[src/rtl/bus_cycle_timer.sv]
`timescale 1ns/1ps
`default_nettype none
// ============================================================================
// Module   : bus_cycle_timer
// Purpose  : Timing sequencer for parallel bus cycles (address/dir, read,
//            write). A single counter runs per cycle and every bus strobe is
//            decoded from that count against per-mode phase windows.
// Ports    : clk, rst (async, active-high)
//            En_dir/En_rd/En_wr : cycle requests from the bus-control FSM
//            count              : current cycle count
//            busy               : cycle in progress or holding at terminal
//            ale, cs_n, rd_n, wr_n, data_oe : bus pin controls
//            rd_sample          : one-cycle read-data capture pulse
//            done/abort/err     : one-cycle status pulses
// Revision : 1.0 - initial release
// ============================================================================
module bus_cycle_timer #(
  parameter int CNT_W   = 5,
  parameter int T_DIR   = 23,
  parameter int T_RD    = 23,
  parameter int T_WR    = 23,
  parameter int ALE_ON  = 1,
  parameter int ALE_OFF = 3,
  parameter int CS_ON   = 2,
  parameter int CS_OFF  = 14,
  parameter int STB_ON  = 4,
  parameter int STB_OFF = 12,
  parameter int SAMPLE  = 11
) (
  input  logic             clk,
  input  logic             rst,
  input  logic             En_dir,
  input  logic             En_rd,
  input  logic             En_wr,
  output logic [CNT_W-1:0] count,
  output logic             busy,
  output logic             ale,
  output logic             cs_n,
  output logic             rd_n,
  output logic             wr_n,
  output logic             data_oe,
  output logic             rd_sample,
  output logic             done,
  output logic             abort,
  output logic             err
);

  localparam logic [CNT_W-1:0] C_ONE     = CNT_W'(1);
  localparam logic [CNT_W-1:0] C_T_DIR   = CNT_W'(T_DIR);
  localparam logic [CNT_W-1:0] C_T_RD    = CNT_W'(T_RD);
  localparam logic [CNT_W-1:0] C_T_WR    = CNT_W'(T_WR);
  localparam logic [CNT_W-1:0] C_ALE_ON  = CNT_W'(ALE_ON);
  localparam logic [CNT_W-1:0] C_ALE_OFF = CNT_W'(ALE_OFF);
  localparam logic [CNT_W-1:0] C_CS_ON   = CNT_W'(CS_ON);
  localparam logic [CNT_W-1:0] C_CS_OFF  = CNT_W'(CS_OFF);
  localparam logic [CNT_W-1:0] C_STB_ON  = CNT_W'(STB_ON);
  localparam logic [CNT_W-1:0] C_STB_OFF = CNT_W'(STB_OFF);
  localparam logic [CNT_W-1:0] C_SAMPLE  = CNT_W'(SAMPLE);

  typedef enum logic [1:0] {S_IDLE = 2'd0, S_RUN = 2'd1, S_HOLD = 2'd2} state_t;
  typedef enum logic [1:0] {M_NONE = 2'd0, M_DIR = 2'd1, M_RD = 2'd2, M_WR = 2'd3} mode_t;

  state_t           state, state_nx;
  mode_t            mode, mode_nx;
  logic [CNT_W-1:0] count_nx;
  logic             done_nx, abort_nx, err_nx;
  logic             en_lat;
  logic             act;
  logic             wr_like;

  function automatic logic [CNT_W-1:0] term_of(input mode_t m);
    case (m)
      M_DIR:   term_of = C_T_DIR;
      M_RD:    term_of = C_T_RD;
      default: term_of = C_T_WR;
    endcase
  endfunction

  // Only the enable that started the cycle matters once it is running.
  always_comb begin
    case (mode)
      M_DIR:   en_lat = En_dir;
      M_RD:    en_lat = En_rd;
      M_WR:    en_lat = En_wr;
      default: en_lat = 1'b0;
    endcase
  end

  always_comb begin
    state_nx = state;
    mode_nx  = mode;
    count_nx = count;
    done_nx  = 1'b0;
    abort_nx = 1'b0;
    err_nx   = 1'b0;
    case (state)
      S_IDLE: begin
        if (En_dir || En_rd || En_wr) begin
          mode_nx  = En_dir ? M_DIR : (En_rd ? M_RD : M_WR);
          err_nx   = (En_dir & En_rd) | (En_dir & En_wr) | (En_rd & En_wr);
          count_nx = C_ONE;
          if (term_of(mode_nx) == C_ONE) begin
            state_nx = S_HOLD;
            done_nx  = 1'b1;
          end else begin
            state_nx = S_RUN;
          end
        end
      end
      S_RUN: begin
        if (!en_lat) begin
          state_nx = S_IDLE;
          mode_nx  = M_NONE;
          count_nx = '0;
          abort_nx = 1'b1;
        end else begin
          // count < terminal in RUN, so the increment cannot wrap.
          count_nx = count + C_ONE;
          if (count_nx == term_of(mode)) begin
            state_nx = S_HOLD;
            done_nx  = 1'b1;
          end
        end
      end
      S_HOLD: begin
        if (!en_lat) begin
          state_nx = S_IDLE;
          mode_nx  = M_NONE;
          count_nx = '0;
        end
      end
      default: begin
        state_nx = S_IDLE;
        mode_nx  = M_NONE;
        count_nx = '0;
      end
    endcase
  end

  // Strobes are live while running and on the terminal cycle itself.
  assign act     = (state_nx == S_RUN) || done_nx;
  assign wr_like = (mode_nx == M_DIR) || (mode_nx == M_WR);

  always_ff @(posedge clk or posedge rst) begin
    if (rst) begin
      state     <= S_IDLE;
      mode      <= M_NONE;
      count     <= '0;
      busy      <= 1'b0;
      ale       <= 1'b0;
      cs_n      <= 1'b1;
      rd_n      <= 1'b1;
      wr_n      <= 1'b1;
      data_oe   <= 1'b0;
      rd_sample <= 1'b0;
      done      <= 1'b0;
      abort     <= 1'b0;
      err       <= 1'b0;
    end else begin
      state     <= state_nx;
      mode      <= mode_nx;
      count     <= count_nx;
      busy      <= (state_nx != S_IDLE);
      ale       <= act && (mode_nx == M_DIR) &&
                   (count_nx >= C_ALE_ON) && (count_nx <= C_ALE_OFF);
      cs_n      <= !(act && (count_nx >= C_CS_ON) && (count_nx <= C_CS_OFF));
      rd_n      <= !(act && (mode_nx == M_RD) &&
                     (count_nx >= C_STB_ON) && (count_nx <= C_STB_OFF));
      wr_n      <= !(act && wr_like &&
                     (count_nx >= C_STB_ON) && (count_nx <= C_STB_OFF));
      data_oe   <= act && wr_like &&
                   (count_nx >= C_CS_ON) && (count_nx <= C_CS_OFF);
      rd_sample <= act && (mode_nx == M_RD) && (count_nx == C_SAMPLE);
      done      <= done_nx;
      abort     <= abort_nx;
      err       <= err_nx;
    end
  end

endmodule
`default_nettype wire

[config.mk]
export PLATFORM = sky130hd
export DESIGN_NAME = bus_cycle_timer
export DESIGN_NICKNAME = d
export VERILOG_FILES = /design/src/rtl/bus_cycle_timer.sv
export SDC_FILE = /design/constraint.sdc
export NUM_CORES = 1
export LEC_CHECK = 0
export BUFFER_PORTS_ARGS = -buffer_cell sky130_fd_sc_hd__buf_4
export CAP_MARGIN = 10
export CELL_PAD_IN_SITES_DETAIL_PLACEMENT = 1
export CELL_PAD_IN_SITES_GLOBAL_PLACEMENT = 2
export CORE_MARGIN = 1
export CORE_UTILIZATION = 36
export CTS_BUF_LIST = sky130_fd_sc_hd__clkbuf_8
export DETAILED_ROUTE_END_ITERATION = 8
export GPL_ROUTABILITY_DRIVEN = 0
export PLACE_DENSITY_LB_ADDON = 0.1
export SYNTH_ARGS = -nofsm -noshare
export SYNTH_HDL_FRONTEND = slang
export SYNTH_SLANG_ARGS = --single-unit
[constraint.sdc]
create_clock -name clk -period 2.53 [get_ports clk]
set_input_delay 0.3795 -clock clk [delete_from_list [all_inputs] [get_ports clk]]
set_output_delay 0.3795 -clock clk [all_outputs]
set_load 0.01 [all_outputs]
==> Word-level counts from Yosys, hierarchy flattened <==
Cells that the tools add are included.
{ "totals": {"out_inout_bits": 15, "word_cells": 90, "reg_bits": 19, "inputBits": 5} }
{ "op_classes": {"reduce_logical": 24, "bitwise": 5, "n_addsub": 1, "n_lt_le_gt_ge": 6, "n_mux": 29, "n_eq_ne": 12} }
{ "op_table": {"columns": ["op", "n"], "rows": [
  ["$mux 5", 7],
  ["$mux 2", 8],
  ["$pmux 5 s3", 1],
  ["$logic_and 1x1->1", 14],
  ["$eq 2x2->1 const B", 5],
  ["$le 5x4->1 const B", 2],
  ["$mux 1", 9],
  ["$eq 2x1->1 const B", 4],
  ["$pmux 2 s3", 1],
  ["$add 5x1->5 const B", 1],
  ["$eq 5x1->1 const B", 1],
  ["$eq 5x4->1 const B", 1],
  ["$eq 5x5->1", 1],
  ["$ge 5x1->1 const B", 1],
  ["$ge 5x2->1 const B", 1],
  ["$ge 5x3->1 const B", 1],
  ["$le 5x2->1 const B", 1],
  ["$logic_or 1x1->1", 4],
  ["$pmux 2 s2", 1],
  ["$and 1x1->1", 3],
  ["$logic_not 1->1", 3],
  ["$pmux 1 s3", 1],
  ["$logic_not 2->1", 1],
  ["$or 1x1->1", 2],
  ["other kinds (3)", 3]
]} }

==> Depth between registers and ports, before layout <==
{ "depth": {"ltp_word": 14, "depth_mapped": 9, "mapped_depth_nobuf": 9} }

==> Least setup slack after synthesis <==
OpenSTA, ideal clock, no wires.
{ "synth_timing": {"kind": "register to register", "from": "reg count[0]", "to": "reg rd_sample", "arrival_time_ps": 1917, "required_time_ps": 2434, "period_less_slack_ps": 2012, "path_stages_with_launch": 8, "setup_ps": 96, "path_slack_ps": 518, "path_buffers": 0, "path_cell_list": "dfrtp_1 -> ha_1 -> or2b_2 -> o32ai_1 -> a311o_2 -> a31oi_4 -> a21oi_1 -> nor4_2"} }
{ "synth_between": {"elab_chain_len": 9, "elab_cells_between_ends": 17, "classes_between": "add/sub (1); eq/ne (3); mux (10); reduce/logical (3)"} }
{ "synth_lines": {"columns": ["item", "line_no", "rtl"], "rows": [
  ["start: declaration", "35", "output logic [CNT_W-1:0] count,"],
  ["start signal: assignment", "162", "count <= count_nx;"],
  ["$add 5x1->5", "118", "count_nx = count + C_ONE;"],
  ["$eq 5x5->1", "119", "if (count_nx == term_of(mode)) begin"],
  ["$mux 2", "119", null],
  ["$mux 2", "111", "if (!en_lat) begin"],
  ["$pmux 2 s3", "96", "case (state)"],
  ["named net state_nx[0]", "63", "state_t state, state_nx;"],
  ["$eq 2x1->1", "141", "assign act = (state_nx == S_RUN) || done_nx;"],
  ["$logic_or 1x1->1", "141", null],
  ["$logic_and 1x1->1 (2 in a row)", "173", "rd_sample <= act && (mode_nx == M_RD) && (count_nx == C_SAMPLE);"],
  ["end signal: assignment", "173", null],
  ["end: declaration", "42", "output logic rd_sample,"]
]} }
The timed path passes the listed nets, and every way through them passes these cells.

==> Worst setup path after layout <==
{ "layout_timing": {"from": "reg count[0]", "to": "reg data_oe"} }
{ "layout_between": {"elab_chain_len": 10, "elab_cells_between_ends": 19, "classes_between": "add/sub (1); order compare (2); eq/ne (2); mux (10); reduce/logical (4)"} }
{ "layout_lines": {"columns": ["item", "line_no", "rtl"], "rows": [
  ["$add 5x1->5", "118", null],
  ["$eq 5x5->1", "119", null],
  ["$mux 2", "119", null],
  ["$mux 2", "111", null],
  ["$pmux 2 s3", "96", null],
  ["named net state_nx[0]", "63", null],
  ["$eq 2x1->1", "141", null],
  ["$logic_or 1x1->1", "141", null],
  ["$logic_and 1x1->1 (2 in a row)", "171", "data_oe <= act && wr_like &&"],
  ["$logic_and 1x1->1", "172", "(count_nx >= C_CS_ON) && (count_nx <= C_CS_OFF);"],
  ["end signal: assignment", "171", null],
  ["end: declaration", "41", "output logic data_oe,"]
]} }
The timed path passes the listed nets, and every way through them passes these cells.

==> results.py <==
metrics = {
    "finish": {
        "final.fill_count": 348,
        "drive_gt1_frac": 0.338,
        "final_area_um2": 1370,
        "area.growth.synth_to_final_pct": 20.7,
        "final_util": 0.475,
        "layout.cells.non_filler": 175,
        "diodes": 0,
        "fin_nets": 145,
    },
    "floorplanning": {
        "initial_core_util": 0.394,
        "io-pin-count": 20,
        "die_w_um": 58.1,
        "die_h_um": 58.1,
        "die-area_um2": 3370,
        "rows": 19,
        "core_area_um2": 2880,
    },
    "timing": {
        "slew-limit-headroom": 0.519,
        "hold_viol_final": 0,
        "setup_viol": 0,
        "clock_skew_ps": 2.41,
        "tns_ps": 0,
        "max_freq_ghz": 0.450,
        "slew_violations": 0,
        "tightest_slew_ps": 720,
        "period_share": 0.878,
        "rsz0062_at_grt": "false",
        "fin_crit_ps": 2220,
    },
    "clock_network": {
        "path_clk_slew_ps": 70,
        "post_cts_resized": 0,
        "cts_hold_buf": 0,
        "cts_buffers": 3,
        "post_cts_buffers": 0,
        "cts_num_sinks": 19,
        "htreeDepth": 1,
        "ctsLongestPathBuffers": 2,
        "insertion_delay_ps": 260,
        "tritoncts": "yes",
        "cts_root_buffer": "clkbuf_8",
    },
    "routing": {
        "drt-total-wl_um": 2770,
        "drt_iter0_markers": 45,
        "drt-pass1-iter-count": 4,
        "final_antenna_net_count": 0,
        "post_drt_wl_per_cell_um": 15.8,
        "via_per_inst": 5.18,
        "drcViolationCount": 0,
        "vias": 906,
    },
    "logic_synthesis": {
        "syn_area_per_cell_um2": 10.2,
        "syn_area_um2": 1130,
        "yosysTopAreaCellShare": 0.354,
        "synth_edf_count": 0,
        "yosysWarnings": 0,
        "seq_area_frac_synth": 0.423,
        "synthCells": 111,
        "synthTopCellsByArea": "dfrtp_1 35%, dfstp_2 7.0%, ha_1 6.6%, inv_1 3.3%, nor2_1 3.3%",
        "yosysMostFrequentCell": "dfrtp_1",
        "synthTopCellsByCount": "16 x dfrtp_1, 10 x inv_1, 10 x nor2_1",
        "synth.net_count": 122,
        "synthFlopType": "dfrtp_1",
        "ys_ff_latch": 19,
        "yosysUniqueCellTypes": 47,
        "synth_area_leader_cell": "dfrtp_1",
        "async_flop_share": 1.00,
    },
    "place": {
        "port_buffers": 19,
        "placed_cell_area_um2": 1320,
        "hpwl_um": 2110,
        "dp_cells": 171,
    },
    "worst_hold_path": {
        "hp-class": "primary input to asynchronous set/reset pin",
    },
    "power_and_ir_drop": {
        "p_int_w": 0.000713,
        "leakagePower_nw": 0.634,
        "vdd_drop_max_mv": 0.390,
        "cellPowerDensity_nw_per_um2": 864,
        "p_sw_w": 0.000468,
        "power_frac_clock": 0.181,
        "switching_share": 0.396,
        "sequentialPowerShare": 0.381,
        "power_frac_comb": 0.438,
    },
    "setup_path": {
        "worstSetupStartpointType": "flop",
        "crit_buf_inv": 0,
        "crit_start": "count[0]$_DFF_PP0_",
        "max_stage_delay_ps": 470,
        "crit_type": "flop to flop",
        "r2r-end": "data_oe$_DFF_PP0_",
        "critPathMaxFanout": 7,
        "crit_slowest_cell": "dfrtp_1",
        "r2r-start": "count[0]$_DFF_PP0_",
        "crit_family": "compound AO/OA/AOI/OAI gates",
        "end_kind": "flop",
        "critPathArrivalTime_ps": 2370,
        "required_ps": 2680,
        "cp_cell_sequence": "ha_1 > or2b_1 > o32ai_1 > a311o_2 > a31oi_4 > and4_1 > o221a_1",
        "reg2reg_depth": 7,
        "r2r_slack_ps": 310,
    },
    "job": {
        "cap_violations": 0,
    },
    "global_route": {
        "grt_max_degree": 20,
        "grt_antenna_before_repair": 0,
        "globalRouteOverflowTotal": 0,
        "grt_pass1_vias": 969,
        "grt_pass1_wl_um": 4770,
        "grt_use_total": 0.189,
    },
    "status": {
        "status": "complete, no violations",
    },
}
## worst reg2reg max path, stage by stage (launching register included)
cell and delay (ps):
dfrtp_1 470, ha_1 260, or2b_1 240, o32ai_1 380, a311o_2 270, a31oi_4 110, and4_1 260, o221a_1 120
## kinds of logic after synthesis
logic type	Yosys count	synth area share
buf+inv	11	0.0398
flops	19	0.423
xor+xnor	1	0.00774
simple gates	42	0.222
mux	2	0.0188
fa+ha+maj	6	0.0663
compound gates	30	0.222
## power groups by stage
stage / Sequential [W] / Clock (W) / Combinational (W)
finish: 0.000449 / 0.000214 / 0.000517
global route: 0.000460 / 0.000235 / 0.000570
CTS: 0.000450 / 0.000219 / 0.000517
detailed placement: 0.000454 / 0 / 0.000511
global placement: 0.000453 / 0 / 0.000508
floorplan: 0.000462 / 0 / 0.000317
## cells in the final DEF, fill, tap and decap left out, drive strengths merged, types with 5 or more instances in the layout
cell	netlist	layout
ha	6	6
dfrtp	16	16
a21oi	10	10
o21ai	6	6
nand3	6	6
inv	10	10
nor2	10	10
buf	0	19
nand2	5	5
## stage by stage
| step | setup WS, ps | total power, W | hold slack [ps] |
|---|---|---|---|
| CTS | 289 | 0.00119 | 270 |
| detailed placement | 308 | 0.000965 | 567 |
| global route | 111 | 0.00126 | 309 |
| global placement | 339 | 0.000961 | 539 |
| floorplan | 518 | 0.000778 | 328 |
| finish | 309 | 0.00118 | 239 |
## area by class of cell
| class | count | area [um2] | share of cell area |
|---|---|---|---|
| multi-input cells | 81 | 608 | 0.445 |
| flip-flops and latches | 19 | 479 | 0.351 |
| repair buffers | 19 | 143 | 0.104 |
| well taps | 42 | 52.6 | 0.0385 |
| clock buffers | 3 | 41.3 | 0.0302 |
| inverters | 10 | 37.5 | 0.0275 |
| clock inverters | 1 | 5.00 | 0.00366 |
## worst max-delay path by stage
stage	cells after the start	endpoint
final	7	data_oe$_DFF_PP0_
after global routing	7	ale$_DFF_PP0_
after CTS	7	ale$_DFF_PP0_
after detailed placement	7	ale$_DFF_PP0_
after global placement	7	ale$_DFF_PP0_
after floorplan	7	rd_sample$_DFF_PP0_
## per-layer routing
layer	global-route usage	vias up	routed length, um
li1	-	443	-
met1	0.267	437	1350
met2	0.292	21	1280
met3	0.0268	5	91
met4	0.0714	0	43
met5	0	-	0
## state kept, by name, summed over array words and instances (netlist names)
name	flops
abort	1
ale	1
busy	1
count	5
cs_n	1
data_oe	1
done	1
err	1
mode	2
rd_n	1
rd_sample	1
state	2
wr_n	1
Power figures use the tool's default switching activity.
